### src/rtl/alarm_keypad_ctrl.sv
// rtl/alarm_keypad_ctrl.sv - keypad code-entry front end for the security alarm panel
//
// Collects BCD digits from the keypad scanner, checks them against the
// compiled-in user code and issues arm/disarm commands to the panel. Partial
// entries time out; repeated bad codes lock the keypad for a fixed period.
//
// Optional feature: define KEYPAD_DURESS_EN to accept a duress code (user code
// with its last-entered digit incremented mod 10) that disarms and raises duress.
//
// Ports:
//   clk       in   clock
//   rst_n     in   asynchronous active-low reset
//   key_valid in   one-cycle key strobe
//   key_code  in   0-9 digit, A ARM, B DISARM, C CLEAR, D-F ignored
//   arm       out  one-cycle arm command pulse
//   disarm    out  one-cycle disarm command pulse
//   siren_en  out  level, high from accepted ARM until accepted DISARM
//   locked    out  high during lockout
//   fail      out  one-cycle pulse on a rejected code
//   duress    out  one-cycle pulse alongside disarm on a duress code
module alarm_keypad_ctrl #(
  parameter int unsigned DIGITS         = 4,
  parameter logic [31:0] CODE           = 32'h0000_1234,
  parameter int unsigned TIMEOUT_CYCLES = 1000,
  parameter int unsigned MAX_FAILS      = 3,
  parameter int unsigned LOCKOUT_CYCLES = 5000
) (
  input  logic       clk,
  input  logic       rst_n,
  input  logic       key_valid,
  input  logic [3:0] key_code,
  output logic       arm,
  output logic       disarm,
  output logic       siren_en,
  output logic       locked,
  output logic       fail,
  output logic       duress
);

  localparam int unsigned W      = DIGITS * 4;
  localparam int unsigned CNT_W  = $clog2(DIGITS + 2);
  localparam int unsigned FAIL_W = $clog2(MAX_FAILS + 1);
  localparam int unsigned TMO_W  = $clog2(TIMEOUT_CYCLES + 1);
  localparam int unsigned LCK_W  = $clog2(LOCKOUT_CYCLES + 1);

  localparam logic [W-1:0]      CODE_VAL  = CODE[W-1:0];
  localparam logic [CNT_W-1:0]  CNT_FULL  = CNT_W'(DIGITS);
  localparam logic [CNT_W-1:0]  CNT_MAX   = CNT_W'(DIGITS + 1);
  localparam logic [FAIL_W-1:0] FAIL_LAST = FAIL_W'(MAX_FAILS - 1);
  localparam logic [TMO_W-1:0]  TMO_LAST  = TMO_W'(TIMEOUT_CYCLES - 1);
  localparam logic [LCK_W-1:0]  LCK_LAST  = LCK_W'(LOCKOUT_CYCLES - 1);

`ifdef KEYPAD_DURESS_EN
  localparam logic [3:0]   LAST_DIGIT    = CODE[3:0];
  localparam logic [3:0]   DURESS_LAST   = (LAST_DIGIT >= 4'd9) ? 4'd0 : LAST_DIGIT + 4'd1;
  localparam logic [31:0]  DURESS_CODE32 = {CODE[31:4], DURESS_LAST};
  localparam logic [W-1:0] DURESS_VAL    = DURESS_CODE32[W-1:0];
`endif

  typedef enum logic [1:0] {
    IDLE    = 2'd0,
    ENTRY   = 2'd1,
    LOCKOUT = 2'd2
  } state_t;

  state_t              state, state_nxt;
  logic [W-1:0]        entry, entry_nxt;
  logic [CNT_W-1:0]    count, count_nxt;
  logic [FAIL_W-1:0]   fail_cnt, fail_cnt_nxt;
  logic [TMO_W-1:0]    idle_cnt, idle_cnt_nxt;
  logic [LCK_W-1:0]    lock_cnt, lock_cnt_nxt;
  logic                siren_nxt;
  logic                arm_nxt, disarm_nxt, fail_nxt, duress_nxt;

  logic is_digit, is_arm, is_disarm, is_clear;
  logic match, duress_match;

  assign is_digit  = (key_code <= 4'd9);
  assign is_arm    = (key_code == 4'hA);
  assign is_disarm = (key_code == 4'hB);
  assign is_clear  = (key_code == 4'hC);

  // An overflowed entry has count DIGITS+1, so it can never match.
  assign match = (count == CNT_FULL) && (entry == CODE_VAL);

`ifdef KEYPAD_DURESS_EN
  assign duress_match = (count == CNT_FULL) && (entry == DURESS_VAL);
`else
  assign duress_match = 1'b0;
`endif

  assign locked = (state == LOCKOUT);

  always_comb begin
    state_nxt    = state;
    entry_nxt    = entry;
    count_nxt    = count;
    fail_cnt_nxt = fail_cnt;
    idle_cnt_nxt = idle_cnt;
    lock_cnt_nxt = lock_cnt;
    siren_nxt    = siren_en;
    arm_nxt      = 1'b0;
    disarm_nxt   = 1'b0;
    fail_nxt     = 1'b0;
    duress_nxt   = 1'b0;

    case (state)
      IDLE: begin
        // Commands and CLEAR with nothing entered are silently ignored.
        if (key_valid && is_digit) begin
          state_nxt    = ENTRY;
          entry_nxt    = W'(key_code);
          count_nxt    = CNT_W'(1);
          idle_cnt_nxt = '0;
        end
      end

      ENTRY: begin
        if (key_valid) begin
          // Any key strobe, even an ignored code, counts as activity.
          idle_cnt_nxt = '0;
          if (is_digit) begin
            entry_nxt = (entry << 4) | W'(key_code);
            if (count != CNT_MAX) count_nxt = count + CNT_W'(1);
          end else if (is_clear) begin
            state_nxt = IDLE;
            entry_nxt = '0;
            count_nxt = '0;
          end else if (is_arm || is_disarm) begin
            state_nxt = IDLE;
            entry_nxt = '0;
            count_nxt = '0;
            if (match) begin
              fail_cnt_nxt = '0;
              if (is_arm && !siren_en) begin
                arm_nxt   = 1'b1;
                siren_nxt = 1'b1;
              end else if (is_disarm && siren_en) begin
                disarm_nxt = 1'b1;
                siren_nxt  = 1'b0;
              end
            end else if (duress_match && is_disarm) begin
              // Looks like a normal disarm to an onlooker; duress flags it upstream.
              fail_cnt_nxt = '0;
              if (siren_en) begin
                disarm_nxt = 1'b1;
                duress_nxt = 1'b1;
                siren_nxt  = 1'b0;
              end
            end else begin
              fail_nxt = 1'b1;
              if (fail_cnt == FAIL_LAST) begin
                state_nxt    = LOCKOUT;
                fail_cnt_nxt = '0;
                lock_cnt_nxt = '0;
              end else begin
                fail_cnt_nxt = fail_cnt + FAIL_W'(1);
              end
            end
          end
        end else begin
          // Discard on the TIMEOUT_CYCLES-th consecutive keyless edge.
          if (idle_cnt == TMO_LAST) begin
            state_nxt    = IDLE;
            entry_nxt    = '0;
            count_nxt    = '0;
            idle_cnt_nxt = '0;
          end else begin
            idle_cnt_nxt = idle_cnt + TMO_W'(1);
          end
        end
      end

      LOCKOUT: begin
        // locked is high from the entering edge through LOCKOUT_CYCLES cycles.
        if (lock_cnt == LCK_LAST) begin
          state_nxt    = IDLE;
          lock_cnt_nxt = '0;
        end else begin
          lock_cnt_nxt = lock_cnt + LCK_W'(1);
        end
      end

      default: begin
        state_nxt = IDLE;
        entry_nxt = '0;
        count_nxt = '0;
      end
    endcase
  end

  always_ff @(posedge clk or negedge rst_n) begin
    if (!rst_n) begin
      state    <= IDLE;
      entry    <= '0;
      count    <= '0;
      fail_cnt <= '0;
      idle_cnt <= '0;
      lock_cnt <= '0;
      siren_en <= 1'b0;
      arm      <= 1'b0;
      disarm   <= 1'b0;
      fail     <= 1'b0;
    end else begin
      state    <= state_nxt;
      entry    <= entry_nxt;
      count    <= count_nxt;
      fail_cnt <= fail_cnt_nxt;
      idle_cnt <= idle_cnt_nxt;
      lock_cnt <= lock_cnt_nxt;
      siren_en <= siren_nxt;
      arm      <= arm_nxt;
      disarm   <= disarm_nxt;
      fail     <= fail_nxt;
    end
  end

`ifdef KEYPAD_DURESS_EN
  always_ff @(posedge clk or negedge rst_n) begin
    if (!rst_n) duress <= 1'b0;
    else        duress <= duress_nxt;
  end
`else
  assign duress = 1'b0;
  logic unused_duress;
  assign unused_duress = duress_nxt;
`endif

endmodule
### config.mk
export PLATFORM = sky130hd
export DESIGN_NAME = alarm_keypad_ctrl
export DESIGN_NICKNAME = d
export VERILOG_FILES = /design/src/rtl/alarm_keypad_ctrl.sv
export SDC_FILE = /design/constraint.sdc
export NUM_CORES = 1
export LEC_CHECK = 0
export ABC_AREA = 1
export ABC_CLOCK_PERIOD_IN_PS = 2400
export BUFFER_PORTS_ARGS = -buffer_cell sky130_fd_sc_hd__clkbuf_2
export CORE_ASPECT_RATIO = 1.4
export CORE_UTILIZATION = 45
export CTS_CLUSTER_SIZE = 16
export DETAILED_ROUTE_END_ITERATION = 12
export PLACE_DENSITY_LB_ADDON = 0.12
export SYNTH_ARGS = -nofsm -noshare
export SYNTH_HDL_FRONTEND = slang
export SYNTH_SLANG_ARGS = --single-unit
### constraint.sdc
create_clock -name clk -period 2.4 [get_ports clk]
set_clock_uncertainty 0.2 [all_clocks]
set_input_delay 0.48 -clock clk [delete_from_list [all_inputs] [get_ports clk]]
set_output_delay 0.48 -clock clk [all_outputs]
set_load 0.01 [all_outputs]
# Yosys cells after proc, flatten, opt, wreduce, memory -nomap -nowiden
# Cells that the tools add are included.
word_totals:
  regBits: 50
  input_bits: 7
  word_cells: 122
classes:
  n_addsub: 4
  muxes: 62
  n_reduce_logical: 17
  eq_ne: 24
  bitwise: 4
  magnitude_cmp: 1
ops:
  columns: ["cell", "n"]
  rows:
  - ["$mux W16", 6]
  - ["$mux W13", 7]
  - ["$pmux W16 S3", 1]
  - ["$mux W10", 3]
  - ["$pmux W13 S2", 1]
  - ["$mux W1", 23]
  - ["$mux W2", 11]
  - ["$mux W3", 7]
  - ["$pmux W10 S2", 1]
  - ["$eq A16 B13 Y1 const B", 1]
  - ["$or A16 B4 Y16", 1]
  - ["$reduce_and A5 Y1", 3]
  - ["$ne A2 B2 Y1 const B", 7]
  - ["$reduce_and A7 Y1", 2]
  - ["$add A13 B1 Y13 const B", 1]
  - ["$eq A13 B13 Y1 const B", 1]
  - ["$eq A4 B4 Y1 const B", 3]
  - ["$add A10 B1 Y10 const B", 1]
  - ["$eq A10 B10 Y1 const B", 1]
  - ["$ne A3 B3 Y1 const B", 3]
  - ["$pmux W3 S3", 1]
  - ["$ne A4 B4 Y1 const B", 2]
  - ["$pmux W2 S3", 1]
  - ["$reduce_bool A2 Y1", 3]
  - ["15 further kinds", 21]

# Longest topological paths before layout
# Gate-level depths: netlist of the first run.
depth:
  depth_word: 10
  depth_mapped: 11

# Worst setup path after synthesis of the first run
# No wires, ideal clock.
synth_timing:
  path_kind: "register to register"
  from: "reg idle_cnt[1]"
  to: "reg entry[11]"
  path_slack_ps: 690
  required_time_ps: 2084
  period_less_slack_ps: 1710
  t_arrival_ps: 1394
  path_buffers: 1
  stages_incl_launch_ff: 12
  setup_time_ps: 116
  path_cell_list: "dfrtp_1 -> ha_1 -> nand2_1 -> nor2_1 -> nand3_2 -> nand2_4 -> nand2_4 -> clkinv_4 -> nand2_8 -> buf_12 -> nand2_2 -> nand2_1"
synth_between:
  elab_chain_len: 3
synth_lines:
  columns: ["item", "line", "text"]
  rows:
  - ["start: declaration", "70", "logic [TMO_W-1:0] idle_cnt, idle_cnt_nxt;"]
  - ["start signal: assignment", "209", "idle_cnt <= idle_cnt_nxt;"]
  - ["$eq A10 B10 Y1", "163", "if (idle_cnt == TMO_LAST) begin"]
  - ["$ne A3 B3 Y1 (no source line)", null, null]
  - ["$reduce_and A4 Y1 (no source line)", null, null]
  - ["end signal: assignment", "206", "entry <= entry_nxt;"]
  - ["end: declaration", "67", "logic [W-1:0] entry, entry_nxt;"]
# Every way passes these cells.
# A chain may end at the register's enable or synchronous reset.

# Worst setup path in the final report of the first run
layout_timing:
  from: "reg state[1]"
  to: "out locked"
layout_between:
  elab_chain_len: 1
layout_lines:
  columns: ["item", "line", "text"]
  rows:
  - ["start: declaration", "66", "state_t state, state_nxt;"]
  - ["start signal: assignment", "205", "state <= state_nxt;"]
  - ["$eq A2 B2 Y1", "92", "assign locked = (state == LOCKOUT);"]
  - ["end: declaration", "35", "output logic locked,"]
# Every way passes these cells.

==> results of run 1 <==
==> state kept, by name (all words and copies together), names as in the netlist, 2 cells and up <==
name / flops
entry: 16
count: 3
state: 2
lock_cnt: 13
fail_cnt: 2
idle_cnt: 10
==> worst paths after layout <==
kind	from	end	slack (ns)	cells after the start
setup / recovery	state[1]	locked	0.34	3
hold / removal	rst_n	idle_cnt[9]	0.07	2
setup reg to reg	idle_cnt[1]	entry[0]	0.47	10
hold reg to reg	lock_cnt[11]	lock_cnt[11]	0.29	2
max in group asynchronous	rst_n	entry[2]	1.49	2
min in group clk	lock_cnt[11]	lock_cnt[11]	0.29	2
==> area by class of cell <==
type | count | share of cell area [%]
Multi-Input combinational cell | 302 | 46.4
Sequential cell | 50 | 40.0
Inverter | 46 | 5.68
Tap cell | 72 | 2.88
Clock buffer | 6 | 2.64
Timing Repair Buffer | 12 | 2.00
Clock inverter | 2 | 0.400
==> power groups by stage <==
stage | sequential, uW | clock [uW] | combinational (uW)
final | 848 | 522 | 48.1
after global routing | 848 | 569 | 56.0
after CTS | 848 | 542 | 50.3
after detailed placement | 864 | 0 | 50.1
after global placement | 864 | 0 | 50.5
after floorplan | 864 | 0 | 20.9
==> Yosys cell counts, drive strengths merged <==
cell type	instances
nand4	13
buf	6
inv	44
xor2	3
dfrtp	50
conb	1
clkinv	2
nand3	33
ha	5
xnor2	1
nand2	164
nor2	55
nor3	5
o211ai	1
a21oi	6
a21o	1
a21boi	2
or2	3
o21ai	9
==> worst max-delay path, delay by kind of cell (launching register included) <==
family | cells | cell delay (ns)
flops | 1 | 0.49
buf+inv | 2 | 0.30
simple gates | 1 | 0.28
==> kinds of logic (layout without fill, tap and decap cells) <==
| logic type | Yosys count | count (layout) | synth area share [%] |
|---|---|---|---|
| adder cells (fa/ha/maj) | 5 | 5 | 2.13 |
| AO/OA/AOI/OAI | 19 | 19 | 3.58 |
| AND/OR/NAND/NOR | 273 | 273 | 42.3 |
| XOR/XNOR | 4 | 4 | 1.19 |
| other | 1 | 1 | 0.128 |
| flip-flops | 50 | 50 | 42.6 |
| buffers and inverters | 52 | 66 | 7.97 |
==> layer usage <==
layer | wire length [um] | share of wire, % | global-route usage, %
met1 | 2560 | 41 | 21.8
met2 | 3390 | 55 | 37.7
met3 | 132 | 2.1 | 2.90
met4 | 105 | 1.7 | 7.38
met5 | 0 | 0 | 0
==> stage by stage <==
| stage | instance area (um2) | utilization, % | hold slack [ns] | setup slack, ns | power (uW) |
|---|---|---|---|---|---|
| after floorplan | 2930 | - | -0.0156 | 0.690 | 885 |
| after global placement | 3030 | 48.5 | 0.255 | 0.278 | 915 |
| final | 3130 | 50.0 | 0.0711 | 0.337 | 1420 |
| after detailed placement | 3030 | 48.5 | 0.270 | 0.245 | 915 |
| after global routing | 3130 | 50.0 | 0.151 | 0.260 | 1470 |
| after CTS | 3130 | 50.0 | 0.0975 | 0.319 | 1440 |
==> flow_summary.json, run 1 <==
{
  "status": "finished clean",
  "power_switching_uw": 330,
  "io_buffers": 11,
  "syn_avg_cell_area_um2": 7.26,
  "ir_worst_vdd_uv": 211,
  "synth.distinct_cells": 32,
  "grt_max_degree": 51,
  "initial_core_util_pct": 46.9,
  "n_antenna_cell": 0,
  "final.setup.tns_ns": 0,
  "antenna_found_initial": 0,
  "nets": 429,
  "cts_resized": 0,
  "max_freq_mhz": 485,
  "finalWeightedCongestion": 0.801,
  "p_leak_uw": 0.00164,
  "ant_nets": 0,
  "viasPerCell": 5.01,
  "cts_hold_buf": 0,
  "synthTopCellsByArea": "dfrtp_1 43%, nand2_1 19%, nor2_1 6.3%",
  "numCtsBuffers": 5,
  "first_iter_violations": 116,
  "area_delta_synth_final_pct": 6.52,
  "grt_pass1_wl_mm": 10.7,
  "layout_commonest_cell": "nand2_1",
  "clock_power_share_pct": 36.8,
  "criticalPathCategory": "reg2out",
  "slew_headroom_pct": 56.9,
  "grt_overflow": 0,
  "hold_path_class": "in2async",
  "required_ns": 1.72,
  "synth_top_cell_by_area": "dfrtp_1",
  "yosysWarnings": 0,
  "synth_seq_area_share_pct": 42.6,
  "syn-cell-area_um2": 2930,
  "cp_slowest_cell": "dfrtp_1",
  "max_stage_delay_ns": 0.49,
  "seqCellArea_um2": 1250,
  "arrival_ns": 1.38,
  "setup_viol": 0,
  "path_cells": "inv_2 -> nor2_4 -> clkbuf_2",
  "clockRootBuffer": "clkbuf_8",
  "grt_pass1_vias": 2347,
  "power_frac_seq_pct": 59.8,
  "cp-end-kind": "primary output",
  "rsz0062_at_grt": "no",
  "drv_slew": 0,
  "power_density_nw_per_um2": 454,
  "drtPass1Iterations": 4,
  "drt_wl_total_mm": 6.19,
  "combPwrFrac_pct": 3.4,
  "placedCellCount": 482,
  "drive_above_1_share_pct": 12.4,
  "num_rows": 34,
  "die_height_um": 97.5,
  "num_vias": 2453,
  "core_area_um2": 6250,
  "multi_input_area_um2": 1450,
  "worst_pin_slew_ns": 0.647,
  "wl_per_cell_um": 12.6,
  "die_w_um": 70.2,
  "startpoint_type": "flip-flop",
  "clock_latency_ns": 0.31,
  "hpwlAfterDp_mm": 4.58,
  "power.internal_uw": 1090,
  "fin_crit_ns": 2.06,
  "clock_path_buffers": 2,
  "drt_drc_violations_left": 0,
  "cts_sinks": 50,
  "fill_cells": 663,
  "htree_levels": 2,
  "die_area_um2": 6850,
  "fin_crit_sh_pct": 85.9,
  "synth.top_cell.area_share_pct": 42.6,
  "max_cap_violations": 0,
  "synth_nets": 416,
  "post_cts_buffers": 0,
  "io_pins": 13,
  "track_usage_pct": 19.9,
  "cts_tree": "done",
  "cts.clk_slew.worst_paths_ns": 0.09,
  "final_hold_viol_count": 0,
  "crit_fanout": 9,
  "final_cell_mix": "149 x nand2_1, 50 x dfrtp_1, 49 x nor2_1, 40 x inv_1, 30 x nand3_1",
  "synth_cells": 404,
  "final_cells": 490,
  "ys_ff_latch": 50,
  "p_sw_share_pct": 23.3
}
(Power assumes the default switching activity.)
==> run 2, diff against run 1 <==
CORE_MARGIN = 3   (was not set)
RECOVER_POWER = 25   (was not set)
==> flow_summary.json, run 2 (synthesized netlist as in run 1, its figures left out) <==
{
  "criticalPathCategory": "reg2out",
  "num_vias": 2454,
  "initial_core_util_pct": 46.9,
  "nets": 429,
  "io_pins": 13,
  "combPwrFrac_pct": 3.4,
  "crit_fanout": 9,
  "final_cell_mix": "149 x nand2_1, 50 x dfrtp_1, 49 x nor2_1, 40 x inv_1, 30 x nand3_1",
  "power_frac_seq_pct": 59.4,
  "drt_wl_total_mm": 6.11,
  "drive_above_1_share_pct": 12.4,
  "largest_register": "entry",
  "max_freq_mhz": 484,
  "final_hold_viol_count": 0,
  "cp_slowest_cell": "dfrtp_1",
  "fin_area_um2": 3120,
  "first_iter_violations": 155,
  "power_density_nw_per_um2": 457,
  "top_regs": "entry: 16 flops, lock_cnt: 13 flops, idle_cnt: 10 flops",
  "fill_cells": 664,
  "io_buffers": 11,
  "cts_hold_buf": 0,
  "track_usage_pct": 18.1,
  "hold_path_class": "reg2reg",
  "die_area_um2": 7540,
  "wl_per_cell_um": 12.5,
  "die_height_um": 102,
  "power_switching_uw": 338,
  "cts_resized": 0,
  "n_antenna_cell": 0,
  "fin_crit_sh_pct": 86.0,
  "area_delta_synth_final_pct": 6.44,
  "drv_slew": 0,
  "path_cells": "inv_2 -> nor2_4 -> clkbuf_2",
  "post_cts_buffers": 0,
  "seqCellArea_um2": 1250,
  "clock_path_buffers": 2,
  "num_rows": 34,
  "slew_headroom_pct": 14.1,
  "clock_power_share_pct": 37.2,
  "clockRootBuffer": "clkbuf_8",
  "cts_tree": "done",
  "grt_pass1_wl_mm": 10.7,
  "layout_commonest_cell": "nand2_1",
  "final_cells": 490,
  "p_leak_uw": 0.00164,
  "whs_ns": 0.288,
  "drtPass1Iterations": 4,
  "grt_pass1_vias": 2378,
  "ant_nets": 0,
  "grt_overflow": 0,
  "clock_latency_ns": 0.31,
  "cpLargestDelayFamily": "flip-flops",
  "die_w_um": 74.2,
  "multi_input_area_um2": 1450,
  "core_area_um2": 6250,
  "p_sw_share_pct": 23.7,
  "required_ns": 1.72,
  "fin_crit_ns": 2.06,
  "startpoint_type": "flip-flop",
  "rsz0062_at_grt": "no",
  "htree_levels": 2,
  "status": "finished clean",
  "drt_drc_violations_left": 0,
  "hpwlAfterDp_mm": 4.48,
  "cp-end-kind": "primary output",
  "cp_num_buf_inv": 2,
  "placed_cell_area_um2": 3030,
  "grt_max_degree": 51,
  "largest_reg_flops": 16,
  "final.setup.tns_ns": 0,
  "finalWeightedCongestion": 0.875,
  "max_cap_violations": 0,
  "worst_pin_slew_ns": 1.29,
  "numCtsBuffers": 5,
  "arrival_ns": 1.38,
  "max_stage_delay_ns": 0.48,
  "cts.clk_slew.worst_paths_ns": 0.10,
  "cts_sinks": 50,
  "ir_worst_vdd_uv": 260,
  "viasPerCell": 5.01,
  "placedCellCount": 482,
  "power.internal_uw": 1090,
  "antenna_found_initial": 0,
  "setup_viol": 0
}
## run 2: cell count changes in the layout (fill, tap and decap cells not counted)
| cell | change |
|---|---|
| clkbuf_2 | +1 |
| buf_4 | -1 |
## run 2: metal layers
| metal | GRT usage (%) | up-vias | wire (um) |
|---|---|---|---|
| met5 | 0 | - | 0 |
| met4 | 6.44 | 0 | 102 |
| met3 | 2.38 | 8 | 84 |
| met2 | 33.1 | 16 | 3230 |
| met1 | 21.1 | 1151 | 2690 |
| li1 | - | 1279 | - |
## run 2: metrics by stage
step	total power, uW	worst slack (ns)	util (%)
detailed placement	916	0.245	48.5
global route	1480	0.258	49.9
finish	1430	0.335	49.9
CTS	1450	0.319	50.0
global placement	915	0.227	48.5
floorplan	885	0.690	-
## run 2: cell type report
cell class	count	area share (%)
Timing Repair Buffer	12	1.92
Tap cell	72	2.88
Sequential cell	50	40.1
Clock inverter	2	0.401
Clock buffer	6	2.64
Inverter	46	5.69
Multi-Input combinational cell	302	46.4
## run 2: power groups by stage
stage | sequential [uW] | combinational (uW) | clock, uW
CTS | 848 | 51.7 | 550
finish | 848 | 48.6 | 530
global placement | 864 | 50.9 | 0
detailed placement | 864 | 51.6 | 0
global route | 848 | 55.7 | 574
floorplan | 864 | 20.9 | 0
## run 2: final timing paths
kind,start,to,slack (ns),depth (start not counted)
setup / recovery,state[1],locked,0.34,3
hold / removal,entry[14],entry[14],0.29,2
setup reg to reg,count[0],siren_en,0.45,9
hold reg to reg,entry[14],entry[14],0.29,2
max in group asynchronous,rst_n,idle_cnt[2],0.89,2
min in group asynchronous,rst_n,idle_cnt[9],0.30,2
## run 2: worst reg2reg max path, cell delays in order (launching register included)
cell and delay (ns):
dfrtp_1 0.43, inv_1 0.10, ha_1 0.15, nand2_1 0.05, nor3_1 0.23, nand2_1 0.09, nor2_1 0.31, nand3_1 0.16
nand2_1 0.09, nand2_1 0.05
==> run 3, diff against run 2 <==
ABC_AREA = not set   (was 1)
==> flow_summary.json, run 3 <==
{
  "die_w_um": 71.1,
  "viasPerCell": 5.95,
  "final.setup.tns_ns": 0,
  "fill_cells": 500,
  "hp-start": "key_code[0]",
  "synthFlopType": "dfrtp_1",
  "first_iter_violations": 136,
  "area_delta_synth_final_pct": 9.04,
  "synth_nets": 277,
  "htree_levels": 2,
  "worst_r2r_path_depth": 5,
  "p_total_uw": 2870,
  "seqCellArea_um2": 1250,
  "layout_commonest_cell": "dfrtp_1",
  "track_usage_pct": 16.9,
  "fin_util_pct": 51.6,
  "antenna_found_initial": 0,
  "syn_avg_cell_area_um2": 10.1,
  "cts_sinks": 50,
  "ant_nets": 0,
  "cp_slowest_cell": "o31a_4",
  "final_cells": 350,
  "post_cts_buffers": 0,
  "yosysWarnings": 0,
  "synth.top_cell.area_share_pct": 46.8,
  "drv_slew": 0,
  "core_area_um2": 5650,
  "worst-r2r-setup-slack_ns": 0.24,
  "fin_crit_ns": 2.16,
  "r2r_start": "idle_cnt[0]",
  "multi_input_area_um2": 1290,
  "wl_per_cell_um": 16.0,
  "cts_tree": "done",
  "cts.clk_slew.worst_paths_ns": 0.09,
  "ir_worst_vdd_uv": 654,
  "power_density_nw_per_um2": 984,
  "n_antenna_cell": 0,
  "grt_max_degree": 29,
  "criticalPathCategory": "reg2reg",
  "slew_headroom_pct": 14.6,
  "drive_above_1_share_pct": 13.5,
  "final_hold_viol_count": 0,
  "clock_latency_ns": 0.30,
  "hpwlAfterDp_mm": 4.06,
  "whs_ns": 0.244,
  "num_rows": 32,
  "grt_pass1_vias": 1997,
  "synth_edf_count": 0,
  "die_height_um": 97.2,
  "path_cells": "ha_1 -> nand2_4 -> o31a_4 -> nor3_4 -> mux2_2",
  "r2r_end": "entry[3]",
  "required_ns": 2.39,
  "top_regs": "entry: 16 flops, lock_cnt: 13 flops, idle_cnt: 10 flops",
  "crit_fanout": 8,
  "io_pins": 13,
  "cts_resized": 0,
  "placedCellCount": 342,
  "startpoint_type": "flip-flop",
  "numCtsBuffers": 5,
  "max_cap_violations": 0,
  "fin_crit_sh_pct": 90.0,
  "max_freq_mhz": 463,
  "holdPathStages": 2,
  "yosys-top-cells-count": "50 x dfrtp_1, 20 x inv_1, 17 x o21ai_0, 14 x nand2_1, 13 x a21oi_1",
  "num_vias": 2081,
  "largest_reg_flops": 16,
  "drt_drc_violations_left": 0,
  "ys_async_sr_fraction_pct": 100,
  "clockRootBuffer": "clkbuf_8",
  "min_to": "arm",
  "drtPass1Iterations": 4,
  "io_buffers": 11,
  "drt_wl_total_mm": 5.62,
  "synth_seq_area_share_pct": 46.8,
  "p_leak_uw": 0.00126,
  "setup_viol": 0,
  "cp-end-kind": "flip-flop",
  "ys_ff_latch": 50,
  "die_area_um2": 6910,
  "arrival_ns": 2.15,
  "final_cell_mix": "50 x dfrtp_1, 20 x inv_1, 17 x o21ai_0, 14 x nand2_1, 13 x a21oi_1",
  "synth_cells": 265,
  "worst_pin_slew_ns": 1.28,
  "max_stage_delay_ns": 0.41,
  "nets": 294,
  "largest_register": "entry",
  "grt_overflow": 0,
  "grt_pass1_wl_mm": 9.52,
  "initial_core_util_pct": 47.3,
  "synth_most_common_cell": "dfrtp_1",
  "syn-cell-area_um2": 2670,
  "rsz0062_at_grt": "no",
  "clock_path_buffers": 2,
  "status": "finished clean",
  "finalWeightedCongestion": 0.765,
  "hold_path_class": "in2reg",
  "synth_top_cell_by_area": "dfrtp_1",
  "synth.distinct_cells": 56,
  "synthTopCellsByArea": "dfrtp_1 47%, a22o_1 3.3%, o21ai_0 3.2%"
}
## run 3: cell count changes after synthesis, moves of 7 or more
cell,change
nand2_2,-11
o21ai_0,+9
a21oi_1,+7
a22o_1,+10
nand3_1,-18
o31ai_1,+7
inv_1,-20
nand4_1,-8
nor2_1,-43
nor4_1,+8
nand2_1,-135
## run 3: timing repair
item | 4_1_cts | 5_1_grt
setup endpoints to repair | 0 | 0
hold buffers | 1 | 0
hold endpoints to repair | 22 | 0
## run 3: power breakdown
part	switching, uW	internal (uW)
logic	581	476
registers	276	1080
clock network	262	196
## run 3: metal layers
layer	vias to the layer above	track usage, %	share of wire (%)
met2	23	28.7	52
li1	1033	-	-
met5	-	0	0
met1	1018	21.3	44
met3	7	3.31	2.5
met4	0	5.64	1.5
## run 3: critical path: cells and delay by family (launching register included)
family          cells  cell delay, ns
simple gates        2            0.43
flops               1            0.38
compound gates      1            0.41
fa+ha+maj           1            0.25
mux                 1            0.38
## run 3: cell families after synthesis
family | count (synthesis) | synth area share [%]
AOI/OAI and AO/OA | 78 | 20.3
adders and majority gates | 5 | 2.34
buffers and inverters | 30 | 4.87
DFF | 50 | 46.8
muxes | 6 | 2.48
other | 1 | 0.140
and+or+nand+nor | 95 | 23.0
## run 3: final cells by class
| type | instances | share of cell area (%) |
|---|---|---|
| clock buffers | 5 | 2.36 |
| multi-input cells | 185 | 44.3 |
| inverters | 20 | 2.58 |
| clock inverters | 2 | 0.344 |
| well taps | 68 | 2.92 |
| repair buffers | 20 | 4.55 |
| flip-flops and latches | 50 | 43.0 |
## run 3: stage by stage
stage,area [um2],setup WS (ns)
6_report,2910,0.241
5_1_grt,2910,0.0915
4_1_cts,2920,0.216
3_5_place_dp,2830,0.226
3_3_place_gp,2830,0.260
2_1_floorplan,2670,0.348
## run 3: worst max path at each step
stage,from,end,cells past startpoint
final,idle_cnt[0],entry[3],5
after global routing,idle_cnt[0],entry[3],5
after CTS,idle_cnt[0],entry[3],5
after detailed placement,idle_cnt[0],entry[3],5
after global placement,idle_cnt[0],entry[2],5
after floorplan,idle_cnt[0],entry[5],6
